--- config.mk ---
export PLATFORM = sky130hd
export DESIGN_NAME = add_subtract_scan
export DESIGN_NICKNAME = d
export VERILOG_FILES = /design/src/rtl/add_subtract_scan.sv
export SDC_FILE = /design/constraint.sdc
export NUM_CORES = 1
export LEC_CHECK = 0
export ABC_AREA = 1
export BUFFER_PORTS_ARGS = -buffer_cell sky130_fd_sc_hd__buf_2
export CAP_MARGIN = 15
export CORE_MARGIN = 1.5
export CORE_UTILIZATION = 45
export CTS_CLUSTER_SIZE = 16
export DETAILED_ROUTE_END_ITERATION = 12
export PLACE_DENSITY = 0.66
export SLEW_MARGIN = 0
export SYNTH_ARGS = -nofsm -noshare
export SYNTH_HDL_FRONTEND = slang
export SYNTH_SLANG_ARGS = --single-unit
--- constraint.sdc ---
create_clock -name clk -period 1.27 [get_ports clk]
set_input_delay 0 -clock clk [delete_from_list [all_inputs] [get_ports clk]]
set_output_delay 0 -clock clk [all_outputs]
set_load 0.005 [all_outputs]
--- src/rtl/add_subtract_scan.sv ---
// Bit-serial W-bit add/subtract, W+2 cycles start-to-done, shown as hex magnitude on a scanned DIGITS-digit 7-segment display.
// start is ignored while busy; optional leading-zero blanking enabled by defining ADDSUB_LZB_EN.
module add_subtract_scan #(
    parameter int W        = 8,
    parameter int DIGITS   = 3,
    parameter int SCAN_DIV = 1000
) (
    input  logic              clk,
    input  logic              rst_n,
    input  logic [W-1:0]      A,
    input  logic [W-1:0]      B,
    input  logic              O,
    input  logic              start,
    output logic              busy,
    output logic              done,
    output logic [6:0]        S,
    output logic              DP,
    output logic [DIGITS-1:0] AN
);
    localparam int RW = 4 * DIGITS;
    localparam int CW = $clog2(W);
    localparam int PW = $clog2(SCAN_DIV);
    localparam int DW = (DIGITS > 1) ? $clog2(DIGITS) : 1;

    typedef enum logic [1:0] {IDLE, CALC, FIX} state_t;

    state_t          state_q, state_d;
    logic [W-1:0]    a_q, a_d, b_q, b_d, sum_q, sum_d;
    logic            carry_q, carry_d, op_q, op_d;
    logic [CW-1:0]   cnt_q, cnt_d;
    logic [RW-1:0]   res_q, res_d;
    logic            sign_q, sign_d, busy_q, busy_d, done_q, done_d;
    logic [PW-1:0]   presc_q, presc_d;
    logic [DW-1:0]   dig_q, dig_d;
    logic            sbit;
    logic [W-1:0]    neg;

    always_comb begin
        state_d = state_q;
        a_d     = a_q;
        b_d     = b_q;
        sum_d   = sum_q;
        carry_d = carry_q;
        op_d    = op_q;
        cnt_d   = cnt_q;
        res_d   = res_q;
        sign_d  = sign_q;
        busy_d  = busy_q;
        done_d  = 1'b0;
        sbit    = 1'b0;
        neg     = (~sum_q) + W'(1);
        case (state_q)
            IDLE: if (start) begin
                a_d     = A;
                b_d     = O ? ~B : B;
                carry_d = O;
                op_d    = O;
                cnt_d   = '0;
                busy_d  = 1'b1;
                state_d = CALC;
            end
            CALC: begin
                // operands shift right so bit 0 is always the current bit; sum fills from the MSB
                sbit    = a_q[0] ^ b_q[0] ^ carry_q;
                carry_d = (a_q[0] & b_q[0]) | (carry_q & (a_q[0] ^ b_q[0]));
                sum_d   = {sbit, sum_q[W-1:1]};
                a_d     = a_q >> 1;
                b_d     = b_q >> 1;
                cnt_d   = cnt_q + CW'(1);
                if (cnt_q == CW'(W - 1))
                    state_d = FIX;
            end
            FIX: begin
                if (!op_q) begin
                    res_d  = RW'({carry_q, sum_q});
                    sign_d = 1'b0;
                end else if (carry_q) begin
                    res_d  = RW'(sum_q);
                    sign_d = 1'b0;
                end else begin
                    res_d  = RW'(neg);
                    sign_d = 1'b1;
                end
                busy_d  = 1'b0;
                done_d  = 1'b1;
                state_d = IDLE;
            end
            default: state_d = IDLE;
        endcase
    end

    always_comb begin
        presc_d = presc_q + PW'(1);
        dig_d   = dig_q;
        if (presc_q == PW'(SCAN_DIV - 1)) begin
            presc_d = '0;
            dig_d   = (dig_q == DW'(DIGITS - 1)) ? '0 : dig_q + DW'(1);
        end
    end

    always_ff @(posedge clk or negedge rst_n) begin
        if (!rst_n) begin
            state_q <= IDLE;
            a_q     <= '0;
            b_q     <= '0;
            sum_q   <= '0;
            carry_q <= 1'b0;
            op_q    <= 1'b0;
            cnt_q   <= '0;
            res_q   <= '0;
            sign_q  <= 1'b0;
            busy_q  <= 1'b0;
            done_q  <= 1'b0;
            presc_q <= '0;
            dig_q   <= '0;
        end else begin
            state_q <= state_d;
            a_q     <= a_d;
            b_q     <= b_d;
            sum_q   <= sum_d;
            carry_q <= carry_d;
            op_q    <= op_d;
            cnt_q   <= cnt_d;
            res_q   <= res_d;
            sign_q  <= sign_d;
            busy_q  <= busy_d;
            done_q  <= done_d;
            presc_q <= presc_d;
            dig_q   <= dig_d;
        end
    end

    logic [RW-1:0] shifted;
    logic [3:0]    nib;
    logic [6:0]    glyph;

    always_comb begin
        shifted = res_q >> {dig_q, 2'b00};
        nib     = shifted[3:0];
        case (nib)
            4'h0: glyph = 7'b0111111;
            4'h1: glyph = 7'b0000110;
            4'h2: glyph = 7'b1011011;
            4'h3: glyph = 7'b1001111;
            4'h4: glyph = 7'b1100110;
            4'h5: glyph = 7'b1101101;
            4'h6: glyph = 7'b1111101;
            4'h7: glyph = 7'b0000111;
            4'h8: glyph = 7'b1111111;
            4'h9: glyph = 7'b1101111;
            4'hA: glyph = 7'b1110111;
            4'hB: glyph = 7'b1111100;
            4'hC: glyph = 7'b0111001;
            4'hD: glyph = 7'b1011110;
            4'hE: glyph = 7'b1111001;
            default: glyph = 7'b1110001;
        endcase
`ifdef ADDSUB_LZB_EN
        // a digit is blank when it and every digit above it are zero
        if (dig_q != '0 && shifted == '0)
            glyph = 7'b0000000;
`endif
    end

    assign S    = glyph;
    assign DP   = sign_q && (dig_q == DW'(DIGITS - 1));
    assign AN   = ~(DIGITS'(1) << dig_q);
    assign busy = busy_q;
    assign done = done_q;

endmodule

Yosys cells after proc, flatten, opt, wreduce, memory -nomap -nowiden:

Memory sizes are Yosys's and may differ from the RTL's.
Index checks and enable logic that the tools add are counted.

* register bits after elaboration: 58
* bits in read-only memories: 112
* input bits: 20
* word-level logic and storage cells: 64
* memories kept: 1

* add/subtract/negate cells: 4
* equality and inequality tests: 7
* shift operators: 2
* multiplexer cells: 21
* bitwise gates (word level): 8
* reductions and logical operators: 8

Memory list
* (name not given): words 16, width 7, read ports 1, clocked after memory_dff 0, wr ports 0, line 140 `case (nib)`

Operator list (count)
* 8-bit 2-to-1 mux: 4
* 8-bit case mux with 2 select lines: 2
* 8-bit NOT: 2
* 12-bit by 4-bit right shift with 4-bit output: 1
* 10-bit by 1-bit adder with 10-bit output (second input constant): 1
* 10-bit equality test (second input constant): 1
* 10-bit 2-to-1 mux: 1
* 9-bit 2-to-1 mux: 1
* 8-bit by 1-bit adder with 8-bit output (second input constant): 1
* 2-bit AND reduction: 4
* 2-bit 2-to-1 mux: 3
* 3-bit case mux with 2 select lines: 1
* 1-bit 2-to-1 mux: 5
* 2-bit equality test (second input constant): 2
* 2-bit inequality test (second input constant): 2
* 1-bit case mux with 2 select lines: 2
* 2-bit case mux with 2 select lines: 1
* 2-bit nonzero test: 2
* 3-bit by 1-bit adder with 3-bit output (second input constant): 1
* 3-bit equality test (second input constant): 1
* 3-bit 2-to-1 mux: 1
* 3-bit NOT: 1
* 1-bit by 2-bit left shift with 3-bit output (first input constant): 1
* 2-bit by 1-bit adder with 2-bit output (second input constant): 1
* other kinds (6): 8

Depth between registers and ports, before layout:

Gate-level depths: netlist of the first run.

* depth in word-level cells: 4
* mapped depth: 12

Worst setup path before layout of the first run:

No wires, ideal clock.

* path type: register to output
* from: register dig_q[0]
* to: output port S[3]
* data arrival time: 1.463 ns
* required time: 1.270 ns
* setup slack: -0.193 ns
* cell stages (with the launch flop): 11
* cells stage by stage: dfrtp_1 -> buf_6 -> nor2_2 -> nand2_1 -> nand3_2 -> inv_1 -> ha_1 -> nand2_2 -> nand2_1 -> inv_1 -> a21oi_1

* cells in the longest elaborated chain, start to end: 2

Ends and longest elaborated chain
* start: declaration: line 34 `logic [DW-1:0] dig_q, dig_d;`
* start signal: assignment: line 129 `dig_q <= dig_d;`
* 12-bit by 4-bit right shift with 4-bit output: line 138 `shifted = res_q >> {dig_q, 2'b00};`
* memory read 16 x 7 bit
* end: declaration: line 16 `output logic [6:0] S,`

Every way passes these cells.

Worst setup path after layout of the first run:

* from: register dig_q[1]
* to: output port S[3]

Same word-level chain as after synthesis.

==> results of run 1 <==
final cells by class:
| type | count | area [sq um] |
|---|---|---|
| Inverter | 47 | 179 |
| Timing Repair Buffer | 79 | 591 |
| Sequential cell | 55 | 1380 |
| Multi-Input combinational cell | 261 | 1560 |
| Clock inverter | 2 | 35.0 |
| Tap cell | 77 | 96.3 |
| Clock buffer | 6 | 82.6 |
| Fill cell | 561 | 2390 |
kinds of logic after synthesis:
logic type	synth area share (%)
compound gates	11.2
buf+inv	8.28
fa+ha+maj	4.95
simple gates	25.6
flops	46.9
xor+xnor	2.99
registers in the layout, summed over array words and instances (netlist names), 2 cells and up:
name and count:
b_q 8, dig_q 2, a_q 8, state_q 2
cnt_q 3, sum_q 8, res_q 9, presc_q 10
where the power goes:
| group | switching (mW) | internal [mW] |
|---|---|---|
| Clock | 0.566 | 0.639 |
| Combinational | 2.20 | 1.75 |
| Sequential | 0.392 | 2.36 |
| Total | 3.16 | 4.74 |
layout by cell type (no fill, tap or decap), types with 4 or more instances in the layout:
master and instances:
dlygate4sd3_1 10, nand3_1 10, nand2_4 4, nand3_4 5
inv_1 32, o21ai_1 8, clkbuf_8 6, buf_4 30
nand2_2 17, xnor2_1 7, o211ai_1 8, buf_6 4
nor2_1 21, buf_2 32, nor2_4 4, nand2_1 103
nor2_2 6, nand3_2 5, dfrtp_1 52, o21ai_0 32
ha_1 5, inv_2 14, a21oi_1 4
per-layer routing:
metal,share of wire (%),GRT usage [%]
met3,2.9,3.17
met2,51,32.8
met4,1.8,6.71
met5,0,0
met1,44,23.4
worst paths after layout:
| check | end | slack [ns] | cells past startpoint |
|---|---|---|---|
| setup reg to reg | dig_q[0] | -0.06 | 6 |
| hold / removal | a_q[4] | 0.005 | 5 |
| min in group asynchronous | a_q[2] | 0.21 | 3 |
| hold reg to reg | res_q[8] | 0.45 | 1 |
| setup / recovery | S[3] | -0.50 | 10 |
| max in group asynchronous | state_q[0] | 0.80 | 3 |
repair_timing:
| item | in CTS | in global routing |
|---|---|---|
| hold buffers | 10 | 0 |
| endpoints found under the setup margin | 13 | 41 |
| endpoints found under the hold margin | 64 | 0 |
| pin swaps | 12 | 22 |
| buffers inserted | 7 | 4 |
| gates resized for setup | 24 | 54 |
through the flow:
step / TNS, ns / util, %
final: -3.35 / 62.2
after global routing: -4.83 / 62.2
after CTS: -3.41 / 58.7
after detailed placement: -1.15 / 53.5
after global placement: -0.835 / 53.5
after floorplan: -0.120 / -
worst min-delay path: cells and delay by family:
family                 cells  cell delay, ns
buffers and inverters      1            0.07
AOI/OAI and AO/OA          2            0.12
and+or+nand+nor            2            0.09
==> impl_metrics.toml, run 1 <==
[clock_tree]
numCtsBuffers = 5
h-tree-depth = 2
cts_sinks = 55
cts_buffer_depth = 2
cts.root.buffer_cell = "clkbuf_8"
clk_pin_slew_ns = 0.10
tritoncts = "yes"
clk_latency_ns = 0.31

[timing]
slew_violations = 0
post-route-period-util_pct = 140
worstMarginPinSlew_ns = 0.296
setup_viol = 12
skew_ns = 0.00425
fin_ws_ns = -0.505
hold-worst-slack_ns = 0.00465
hold_viol = 0
fmax_mhz = 564
slew_headroom_pct = 80.3
grt_setup_unrepaired = "true"
min_period_ns = 1.77

[cells_and_area]
fin_nets = 480
drive_above_1_share_pct = 32.4
diodes = 0
final_area_sq_um = 3930
area_growth_pct = 33.9
stdcell_count = 527

[synthesis]
synth_commonest_cells = "119 x nand2_1, 55 x dfrtp_1, 42 x inv_1"
syn_nets = 406
yosysSeqAreaShare_pct = 46.9
synth.distinct_cells = 30
synthTopCellsByArea = "dfrtp_1 47%, nand2_1 15%, o21ai_0 6.7%"
synth_top_area_share_pct = 46.9
ys_ff_latch = 55
synth_edf_count = 0
syn_inst = 375
synthFlopType = "dfrtp_1"
async_reset_ff_share_pct = 100
synth_most_common_cell = "nand2_1"
syn_area_sq_um = 2930
syn_avg_cell_area_sq_um = 7.82
synth_warnings = 0
synth_top_cell_by_area = "dfrtp_1"

[worst_setup_path]
cp-startpoint = "dig_q[1]"
cpMostUsedCell = "nand2_2"
path_max_fanout = 5
worstSetupPathType = "reg2out"
cp.required_ns = 1.27
cp_top_family = "flip-flops"
critical_path.cell_chain = "nor2_4 > nand2_2 > nand3_4 > inv_4 > ha_4 > nand2_2 > nand2_2 > inv_2 > a21oi_2 > buf_2"
cp_slowest_cell = "dfrtp_2"
r2r_start = "presc_q[1]"
critPathBufInv = 3
end_kind = "output port"
start_kind = "register"
cp.arrival_ns = 1.77
max_stage_delay_ns = 0.47

[route]
firstDrtPassIters = 4
vias_per_cell = 4.87
ant_nets = 0
drt_iter0_drc = 65
vias = 2566
post_drt_wl_per_cell_microns = 11.7
drc_errors = 0
wirelength_microns = 6160

[outcome]
violations = "setup timing"
status = "finished with violations"

[placed_design]
dp_hpwl_microns = 4090
dpl_worst_slack_ns = -0.231
place_area_sq_um = 3380
place_congestion = 0.855
port_buffers = 32
dp.cells = 501

[floorplan]
dieArea_sq_um = 7010
die_y_microns = 83.7
start_util_pct = 46.5
coreArea_sq_um = 6310
core.rowCount = 29
io_pins = 33
die_width_microns = 83.7

[worst_hold_path]
hold_path.class = "in2reg"
worstHoldStart = "A[4]"

[global_route]
grt-ovfl-total = 0
grt_pass1_wl_microns = 10900
grt_max_degree = 56
grt_pass1_vias = 2509
grt_antenna_before_repair = 0
track_usage_pct = 18.8

[power_and_ir_drop]
peakVddDrop_uv = 1300
p_leak_nw = 1.94
cellPowerDensity_nw_per_um2 = 2010
p_total_mw = 7.90

[job]
drv_cap = 0
(Power assumes the default switching activity.)
==> run 2, diff against run 1 <==
CAP_MARGIN = 10   (was 15)
CORE_ASPECT_RATIO = 0.7   (was unset)
==> impl_metrics.toml, run 2 (synthesis gave the netlist of run 1 again) <==
[power_and_ir_drop]
p_total_mw = 7.78
cellPowerDensity_nw_per_um2 = 1990
peakVddDrop_uv = 808
power_frac_comb_pct = 51.0
p_sw_share_pct = 41.1
seq_power_share_pct = 35.4
p_int_mw = 4.58
p_leak_nw = 1.95
p_sw_mw = 3.19
clkPwrFrac_pct = 13.6

[placed_design]
port_buffers = 32
dp.cells = 500
place_congestion = 0.821
dpl_worst_slack_ns = -0.230
dp_hpwl_microns = 4220

[global_route]
grt_pass1_wl_microns = 10500
track_usage_pct = 18.3
grt_pass1_vias = 2365
grtUsageMet1_pct = 27.2
grt_max_degree = 56
grt_busiest_layer = "met2"
grt_use_met2_pct = 28.2
grt_antenna_before_repair = 0
grt-ovfl-total = 0
met3_usage_pct = 3.66

[route]
ant_nets = 0
post_drt_wl_per_cell_microns = 12.3
vias = 2543
drc_errors = 0
firstDrtPassIters = 4
wirelength_microns = 6490
drt_iter0_drc = 158
vias_per_cell = 4.82

[worst_setup_path]
reg2reg_depth = 6
r2r_slack_ns = 0
start_kind = "register"
cp.required_ns = 1.27
path_max_fanout = 4
worst_r2r_endpoint = "dig_q[1]"
worstSetupPathType = "reg2out"
cp.arrival_ns = 1.82
r2r_start = "presc_q[0]"
end_kind = "output port"

[cells_and_area]
largest_register = "presc_q"
final_cell_mix = "103 x nand2_1, 52 x dfrtp_1, 36 x inv_1, 36 x o21ai_0, 30 x buf_2"
layout_commonest_cell = "nand2_1"
diodes = 0
drive_above_1_share_pct = 30.9
fillers = 518
largest_reg_flops = 10
fin_nets = 480
area_growth_pct = 33.0
largest_registers = "presc_q (10), res_q (9)"
stdcell_count = 528

[worst_hold_path]
min_path_cells = 3
hold_path.class = "in2reg"
min_to = "b_q[2]"
worstHoldStart = "B[2]"

[clock_tree]
cts.root.buffer_cell = "clkbuf_8"
h-tree-depth = 2
tritoncts = "yes"
numCtsBuffers = 5
clk_latency_ns = 0.30
clk_pin_slew_ns = 0.09
cts_sinks = 55
cts_buffer_depth = 2

[floorplan]
coreArea_sq_um = 6280
dieArea_sq_um = 7020
die_width_microns = 99.5
core.rowCount = 24
die_y_microns = 70.5
start_util_pct = 46.7
io_pins = 33

[timing]
hold_viol = 1
post-route-period-util_pct = 143
slew_violations = 0
worstMarginPinSlew_ns = 0.302
fmax_mhz = 549
setup_viol = 9
grt_setup_unrepaired = "true"
hold-worst-slack_ns = -0.000462
fin_ws_ns = -0.550
slew_headroom_pct = 79.8
min_period_ns = 1.82
skew_ns = 0.00302

[outcome]
violations = "hold timing, setup timing"
status = "finished with violations"

[job]
drv_cap = 0
[run 2: cell types whose count changed in the layout (fill, tap and decap cells not counted), sizes merged]
| cell | change |
|---|---|
| dlygate4sd3 | -2 |
| clkbuf | +2 |
| bufinv | -1 |
| buf | +2 |
| clkinv | -1 |
[run 2: worst max-delay path, cell delays in order, from the launching register on]
cell	delay [ns]
dfrtp_2	0.46
nor2_4	0.14
nand2_2	0.08
nand3_4	0.13
inv_6	0.06
ha_4	0.26
nand2_2	0.05
nand2_2	0.07
inv_2	0.03
a21oi_2	0.10
buf_2	0.12
[run 2: per-stage QoR]
stage | hold WS, ns | util [%] | cell area [sq um] | setup TNS (ns)
final | -0.000462 | 62.2 | 3900 | -3.70
after global routing | 0.00255 | 62.2 | 3900 | -5.09
after CTS | 0.00196 | 58.4 | 3660 | -3.50
after detailed placement | 0.0222 | 53.6 | 3360 | -1.19
after global placement | 0.0236 | 53.6 | 3360 | -0.904
after floorplan | -0.296 | - | 2960 | -0.120
[run 2: per-layer routing]
metal  routed length [microns]  part of all wire (%)
met5                         0                     0
met4                        19                  0.29
met3                       256                   3.9
met2                      2850                    44
met1                      3370                    52
[run 2: repair_timing]
item / 4_1_cts / 5_1_grt
hold buffers: 8 / 0
buffers inserted: 7 / 5
endpoints found under the setup margin: 9 / 31
gates resized for setup: 18 / 53
cloned: 0 / 0
hold endpoints to repair: 62 / 0
pin swaps: 5 / 17
[run 2: power by group through the flow]
stage	combinational, mW	sequential (mW)	clock, mW
finish	3.97	2.75	1.06
global route	4.49	2.81	1.16
CTS	3.54	2.73	1.08
detailed placement	3.33	2.75	0
global placement	3.26	2.74	0
floorplan	2.37	2.65	0
[run 2: worst max path at each step]
| stage | slack, ns | to | start | depth (start not counted) |
|---|---|---|---|---|
| 2_1_floorplan | -0.11 | S[3] | dig_q[0] | 10 |
| 3_3_place_gp | -0.18 | S[3] | dig_q[0] | 10 |
| 3_5_place_dp | -0.23 | S[3] | dig_q[0] | 10 |
| 4_1_cts | -0.50 | S[3] | dig_q[0] | 10 |
| 5_1_grt | -0.65 | S[3] | dig_q[1] | 10 |
| 6_report | -0.55 | S[3] | dig_q[1] | 10 |
[run 2: layout make-up]
class | instances | area [sq um] | share of cell area [%]
inverter | 47 | 186 | 4.78
timing repair buffer | 79 | 601 | 15.4
tap | 78 | 97.6 | 2.50
multi-input combinational | 261 | 1540 | 39.4
clock buffer | 8 | 100 | 2.57
sequential | 55 | 1380 | 35.4
